File: src/rtl/seg_scan_pkg.sv
// -----------------------------------------------------------------------------
// seg_scan_pkg
// Shared constants and helpers for the multiplexed 7-segment scan driver.
//   SEG_TABLE  : 16-entry hex -> active-low gfedcba pattern (index = nibble)
//   SEG_OFF    : all segments dark
//   idx_width  : digit-index width, max(1, clog2(num_digits))
//   hex_to_seg : table lookup for one nibble
// -----------------------------------------------------------------------------
package seg_scan_pkg;

  // All segments off (active-low).
  localparam logic [6:0] SEG_OFF = 7'b1111111;

  // Packed so element [n] is the pattern for nibble n; listed F down to 0.
  localparam logic [15:0][6:0] SEG_TABLE = {
    7'b0001110,  // F
    7'b0000110,  // E
    7'b0100001,  // d
    7'b1000110,  // C
    7'b0000011,  // b
    7'b0001000,  // A
    7'b0010000,  // 9
    7'b0000000,  // 8
    7'b1111000,  // 7
    7'b0000010,  // 6
    7'b0010010,  // 5
    7'b0011001,  // 4
    7'b0110000,  // 3
    7'b0100100,  // 2
    7'b1111001,  // 1
    7'b1000000   // 0
  };

  // Digit-index width; a single-bit index is kept even for tiny displays.
  function automatic int idx_width(input int num_digits);
    if ($clog2(num_digits) < 1) begin
      return 1;
    end else begin
      return $clog2(num_digits);
    end
  endfunction

  // Hex nibble to active-low segment pattern.
  function automatic logic [6:0] hex_to_seg(input logic [3:0] nib);
    return SEG_TABLE[nib];
  endfunction

endpackage

File: src/rtl/seg_scan_prescaler.sv
// -----------------------------------------------------------------------------
// seg_scan_prescaler
// Free-running divider that sets how long each digit stays lit.
// cnt runs 0..DIV_COUNT-1 and wraps; tick is high while cnt is at its last
// value, so the digit index advances on the edge that wraps the counter.
//
// Ports:
//   clk   in   system clock
//   rst   in   synchronous reset, active-high
//   tick  out  one-cycle strobe every DIV_COUNT cycles (combinational on cnt)
//
// Parameters:
//   DIV_COUNT  clock cycles per digit slot, must be >= 2
// -----------------------------------------------------------------------------
module seg_scan_prescaler #(
  parameter int DIV_COUNT = 100000
) (
  input  logic clk,
  input  logic rst,
  output logic tick
);

  localparam int               CNT_W   = $clog2(DIV_COUNT);
  localparam logic [CNT_W-1:0] CNT_MAX = CNT_W'(DIV_COUNT - 1);
  localparam logic [CNT_W-1:0] CNT_ONE = CNT_W'(1);
  localparam logic [CNT_W-1:0] CNT_ZERO = CNT_W'(0);

  logic [CNT_W-1:0] cnt_r;

  // Slot counter: wraps at DIV_COUNT-1.
  always_ff @(posedge clk) begin
    if (rst) begin
      cnt_r <= CNT_ZERO;
    end else if (cnt_r == CNT_MAX) begin
      cnt_r <= CNT_ZERO;
    end else begin
      cnt_r <= cnt_r + CNT_ONE;
    end
  end

  assign tick = (cnt_r == CNT_MAX);

endmodule

File: src/rtl/seg_scan_driver.sv
// -----------------------------------------------------------------------------
// seg_scan_driver
// Time-multiplexed driver for a common-anode multi-digit 7-segment display.
// The value / blank / dp inputs are captured into shadow registers once per
// frame (on the slot tick that ends the last digit), so a frame never mixes
// old and new data. One digit is lit at a time; an, seg and dp_n are
// registered from the current index and the shadow state.
//
// Ports:
//   clk         in   system clock
//   rst         in   synchronous reset, active-high
//   value       in   4*NUM_DIGITS hex nibbles, digit 0 = bits [3:0] (rightmost)
//   blank       in   NUM_DIGITS, 1 = digit dark
//   dp          in   NUM_DIGITS, 1 = decimal point lit on that digit
//   an          out  NUM_DIGITS anode enables, active-low
//   seg         out  7 segments, active-low, seg[6]=g .. seg[0]=a
//   dp_n        out  decimal point, active-low
//   frame_tick  out  one-cycle pulse, first cycle the new frame is in shadow
//
// Parameters:
//   NUM_DIGITS  digits scanned, 2..8
//   DIV_COUNT   clock cycles each digit is lit, >= 2
//
// Build option:
//   SEG_LEADING_ZERO_BLANK_EN  when defined, digit k>=1 is also dark if its
//   shadow nibble and every higher nibble are zero (digit 0 always shows).
// -----------------------------------------------------------------------------
module seg_scan_driver
  import seg_scan_pkg::*;
#(
  parameter int NUM_DIGITS = 4,
  parameter int DIV_COUNT  = 100000
) (
  input  logic                      clk,
  input  logic                      rst,
  input  logic [4*NUM_DIGITS-1:0]   value,
  input  logic [NUM_DIGITS-1:0]     blank,
  input  logic [NUM_DIGITS-1:0]     dp,
  output logic [NUM_DIGITS-1:0]     an,
  output logic [6:0]                seg,
  output logic                      dp_n,
  output logic                      frame_tick
);

  localparam int                    IDX_W    = idx_width(NUM_DIGITS);
  localparam logic [IDX_W-1:0]      IDX_LAST = IDX_W'(NUM_DIGITS - 1);
  localparam logic [IDX_W-1:0]      IDX_ONE  = IDX_W'(1);
  localparam logic [IDX_W-1:0]      IDX_ZERO = IDX_W'(0);
  localparam logic [NUM_DIGITS-1:0] AN_OFF   = {NUM_DIGITS{1'b1}};
  localparam logic [NUM_DIGITS-1:0] AN_ONE   = NUM_DIGITS'(1);
  localparam logic [NUM_DIGITS-1:0] MASK_ZERO = {NUM_DIGITS{1'b0}};

  logic                      tick_s;
  logic                      frame_load_s;
  logic [IDX_W-1:0]          idx_r;
  logic [4*NUM_DIGITS-1:0]   shadow_value_r;
  logic [NUM_DIGITS-1:0]     shadow_blank_r;
  logic [NUM_DIGITS-1:0]     shadow_dp_r;
  logic [NUM_DIGITS-1:0]     suppress_s;
  logic [3:0]                nibble_s;
  logic                      dark_s;
  logic [NUM_DIGITS-1:0]     an_next_s;
  logic [6:0]                seg_next_s;
  logic                      dp_n_next_s;

  seg_scan_prescaler #(
    .DIV_COUNT (DIV_COUNT)
  ) u_prescaler (
    .clk  (clk),
    .rst  (rst),
    .tick (tick_s)
  );

  // The last slot of a frame is ending: capture the next frame's inputs.
  assign frame_load_s = tick_s && (idx_r == IDX_LAST);

  // Digit index: advances once per slot and wraps after the last digit.
  always_ff @(posedge clk) begin
    if (rst) begin
      idx_r <= IDX_ZERO;
    end else if (tick_s) begin
      if (idx_r == IDX_LAST) begin
        idx_r <= IDX_ZERO;
      end else begin
        idx_r <= idx_r + IDX_ONE;
      end
    end else begin
      idx_r <= idx_r;
    end
  end

  // Frame shadow: inputs are only sampled at the frame boundary.
  always_ff @(posedge clk) begin
    if (rst) begin
      shadow_value_r <= {(4*NUM_DIGITS){1'b0}};
      shadow_blank_r <= {NUM_DIGITS{1'b1}};
      shadow_dp_r    <= MASK_ZERO;
    end else if (frame_load_s) begin
      shadow_value_r <= value;
      shadow_blank_r <= blank;
      shadow_dp_r    <= dp;
    end else begin
      shadow_value_r <= shadow_value_r;
      shadow_blank_r <= shadow_blank_r;
      shadow_dp_r    <= shadow_dp_r;
    end
  end

  // Frame pulse lands on the first cycle idx==0 holds the freshly loaded frame.
  always_ff @(posedge clk) begin
    if (rst) begin
      frame_tick <= 1'b0;
    end else begin
      frame_tick <= frame_load_s;
    end
  end

`ifdef SEG_LEADING_ZERO_BLANK_EN
  logic run_zero_s;

  // Leading-zero suppression: walk down from the top digit while nibbles are
  // zero. Digit 0 is excluded so a zero value still shows a single "0".
  always_comb begin
    suppress_s = MASK_ZERO;
    run_zero_s = 1'b1;
    for (int k = NUM_DIGITS - 1; k >= 1; k--) begin
      run_zero_s    = run_zero_s & (shadow_value_r[4*k +: 4] == 4'h0);
      suppress_s[k] = run_zero_s;
    end
  end
`else
  // No zero suppression: only the blank mask darkens digits.
  always_comb begin
    suppress_s = MASK_ZERO;
  end
`endif

  // Next output pattern for the digit currently being scanned.
  always_comb begin
    nibble_s    = shadow_value_r[{idx_r, 2'b00} +: 4];
    dark_s      = shadow_blank_r[idx_r] | suppress_s[idx_r];
    an_next_s   = AN_OFF;
    seg_next_s  = SEG_OFF;
    dp_n_next_s = 1'b1;
    if (dark_s) begin
      an_next_s   = AN_OFF;
      seg_next_s  = SEG_OFF;
      dp_n_next_s = 1'b1;
    end else begin
      an_next_s   = ~(AN_ONE << idx_r);
      seg_next_s  = hex_to_seg(nibble_s);
      dp_n_next_s = ~shadow_dp_r[idx_r];
    end
  end

  // Output register: pins change exactly one cycle after idx or shadow.
  always_ff @(posedge clk) begin
    if (rst) begin
      an   <= AN_OFF;
      seg  <= SEG_OFF;
      dp_n <= 1'b1;
    end else begin
      an   <= an_next_s;
      seg  <= seg_next_s;
      dp_n <= dp_n_next_s;
    end
  end

endmodule

File: config.mk
export PLATFORM = sky130hd
export DESIGN_NAME = seg_scan_driver
export DESIGN_NICKNAME = d
export VERILOG_FILES = /design/src/rtl/seg_scan_pkg.sv /design/src/rtl/seg_scan_prescaler.sv /design/src/rtl/seg_scan_driver.sv
export SDC_FILE = /design/constraint.sdc
export NUM_CORES = 1
export LEC_CHECK = 0
export ABC_AREA = 1
export CORE_AREA = 2 2 97 99
export CTS_CLUSTER_DIAMETER = 200
export DETAILED_ROUTE_END_ITERATION = 8
export DIE_AREA = 0 0 99 101
export PLACE_DENSITY = 0.59
export SLEW_MARGIN = 20
export SYNTH_ARGS = -nofsm -noshare
export SYNTH_HDL_FRONTEND = slang
export SYNTH_SLANG_ARGS = --single-unit
File: constraint.sdc
create_clock -name clk -period 1.75 [get_ports clk]
set_input_delay 0.35 -clock clk [delete_from_list [all_inputs] [get_ports clk]]
set_output_delay 0.35 -clock clk [all_outputs]
set_load 0.03 [all_outputs]
==> key figures <==
Floorplanning
  • Die height: 101 um
  • Die area: 9999 sq um
  • Die width: a little under 100 um
  • Core box area: 8977 sq um
  • Initial core utilization: 0.3122
  • # IOs: 39
  • Row count: 35

STA
  • RSZ-0062 raised after global routing: false
  • Endpoints failing setup: 0
  • Worst slew pin tran: 0.4323 ns
  • Final TNS setup: 0 ns
  • Post-route minimum period: about 1.7 ns
  • Max Slew Vio Count: 0
  • Slew margin rel.: 0.7102
  • Fin. Hold Viols: 0
  • Hold_ws: 0.4548 ns
  • Max Clk Rate: 0.6027 GHz
  • Worst Setup Slack, final: slightly above 0.09 ns
  • Final period utilization: 0.9481
  • Post-Route Skew: 0.008509 ns

Global route
  • Initial antenna violation count: 0
  • Largest net degree at the start of global routing: 37
  • Global-route wire length before repair: 10900 um
  • Vias in the first global route: 2457
  • Remaining Overflow, GRT: 0
  • Gr usage total: 0.1334

Pwr
  • Combinational Power Share: 0.050
  • P_int: 1.670 mW
  • Psw: 0.4847 mW
  • Flop pwr share: 0.595
  • Net Sw Frac: 0.2250
  • Lkg Pwr: 1.454 nW
  • Clock Power Share: 0.355
  • Maximum vdd drop: approximately 0.00038 V
  • PnR Total Power: 2.155 mW
  • Power Dens Cells: 624.4 nW/um^2

CTS
  • Clk_lat worst skew: 0.31 ns
  • CTS max path bufs: 2
  • CTS Buf Count: 5
  • H-tree depth: 2
  • Clock root buffer: clkbuf_8
  • Clock transition at path regs: 0.10 ns
  • Setup Fix Bufs, Post-CTS: 0
  • Clk sinks: between 50 and 60
  • TritonCTS clock tree: yes

Yosys
  • Ys async rst share: 0
  • Cell with the most instances after synthesis: nand2_1
  • Synth top area share: 0.4000
  • Mapped Cells: between 300 and 400
  • Post-synth EDFFs: 0
  • Synthesized area: 2803 sq um
  • Synth warn: 0
  • Distinct cells, synth: 33
  • Post-synth top cells: 111 x nand2_1, 56 x dfxtp_1, 52 x nand3_1
  • Leading post-synthesis cells by cell area: dfxtp_1 40%, nand2_1 15%, nand3_1 9.3%
  • Yosys reg bits: 56
  • Register area share after synthesis: 0.4000
  • Mapped Nets: 424
  • Top cell type by total area after synthesis: dfxtp_1
  • Dominant synthesized flop cell: dfxtp_1
  • Syn Area/Cell: 7.242 sq um

Setup path
  • Critical register-to-register path startpoint: idx_r[0]
  • Critical path startpoint category: flop
  • Worst reg2reg path endpoint: seg[0]
  • Reg2reg setup slack: about 0.20 ns
  • CP Class: flop to primary output
  • Worst EP required: 1.40 ns
  • WP data arrival: 1.31 ns
  • Crit path largest cell delay: 0.67 ns
  • CP bufs+invs: 1
  • R2R depth: 10
  • Top delay family on crit path: buffers and inverters
  • CP Cell Sequence: clkdlybuf4s50_1
  • Crit Path Max Fanout: 1
  • Crit end category: primary output
  • Slowest CP cell: clkdlybuf4s50_1

Min path
  • Worst hold stages: 1
  • Worst hold path class: flop to flop
  • Worst hold start: u_prescaler.cnt_r[0]
  • Worst Hold Path EP: u_prescaler.cnt_r[0]

Route
  • Router iterations before antenna repair: 4
  • Post-route DRC: 0
  • Antenna-violating nets left: 0
  • Vias per Instance: 4.717
  • DR WL/cell: 11.69 um
  • Total wire length: 6323 um
  • First-iteration detailed-routing DRC count: ~120
  • Via count: 2552

Placed design
  • Placed Instances: 533
  • Port buffer count: 38
  • Placed cell areas: roughly 3400 sq um
  • Final HPWL DP: 4808 um
  • Pre-CTS setup slack: 0.1054 ns
  • Final GP Congestion: 0.8614

Cells and area
  • Post-route cell area: 3451 sq um
  • Fin util: 0.3844
  • Share of cells above drive strength 1: 0.1047
  • Final Non-Filler Cells: roughly 540
  • Area growth from synthesis to layout: 23.13%
  • Nets: 466
  • N_diodes: 0

Outcome
  • Status: complete, no violations

Flow run
  • MaxCap Viol Count: 0
[worst register-to-register path: cells and delay by family (launching register included)]
family	cells	cell delay (ns)
AOI/OAI and AO/OA	1	0.08
adders and majority gates	1	0.23
buffers and inverters	2	0.28
DFF	1	0.39
and+or+nand+nor	6	0.48
[how the worst max path moves through the flow]
stage | cells after the start | end | slack [ns] | from
after floorplan | 11 | seg[3] | 0.16 | idx_r[0]
after global placement | 9 | seg[0] | 0.19 | idx_r[0]
after detailed placement | 10 | seg[3] | 0.11 | idx_r[0]
after CTS | 1 | an[1] | 0.08 | an[1]
after global routing | 8 | shadow_blank_r[0] | 0.004 | u_prescaler.cnt_r[0]
final | 1 | an[1] | 0.09 | an[1]
[registers in the layout, summed over array words and instances (netlist names)]
register and flops:
u_prescaler.cnt_r 17, shadow_value_r 16, seg 7, an 4
shadow_blank_r 4, shadow_dp_r 4, idx_r 2, dp_n 1
frame_tick 1
[kinds of logic (layout without fill, tap and decap cells)]
family,count (synthesis),count (layout),share of synthesized area
AO/OA/AOI/OAI,21,21,0.04553
XOR/XNOR,3,3,0.009377
adder cells (fa/ha/maj),11,11,0.04911
buffers and inverters,53,96,0.08794
flip-flops,56,56,0.4000
AND/OR/NAND/NOR,243,243,0.4080
[layer usage]
metal	track usage	routed length (um)	share of wire
met1	0.1721	3087	0.49
met5	0	0	0
met3	0.02982	246	0.039
met4	0.04110	98	0.015
met2	0.2225	2891	0.46
[final cells by class]
class | count | area (sq um)
Sequential cell | 56 | 1122
Tap cell | 111 | 138.9
Fill cell | 933 | 5527
Multi-Input combinational cell | 278 | 1435
Clock inverter | 2 | 13.76
Timing Repair Buffer | 52 | 523.0
Clock buffer | 6 | 82.58
Inverter | 36 | 135.1
[repair_timing]
item / in CTS / in global routing
endpoints found under the setup margin: 0 / 5
resized for setup: 0 / 1
hold buffers: 0 / 0
hold endpoints to repair: 0 / 0
[power groups by stage]
stage                     Sequential [mW]  Clock, mW  Combinational (mW)
after CTS                            1.28      0.793               0.108
after detailed placement             1.31          0               0.108
final                                1.28      0.765               0.107
after floorplan                      1.31          0              0.0335
after global routing                 1.28      0.843               0.118
after global placement               1.31          0               0.107
[cells in the final DEF (no fill, tap or decap), types with 3 or more instances in the layout]
master	Yosys	layout
buf_12	0	3
o21ai_0	3	3
buf_4	4	11
clkbuf_8	0	6
nand3_1	52	52
ha_1	11	11
nand4_1	27	27
nor2_1	31	31
nand2_1	111	111
a21oi_1	12	12
dfxtp_1	56	55
inv_1	31	31
nor3_1	5	5
inv_2	5	5
clkdlybuf4s50_1	0	38
Power figures use the tool's default switching activity.
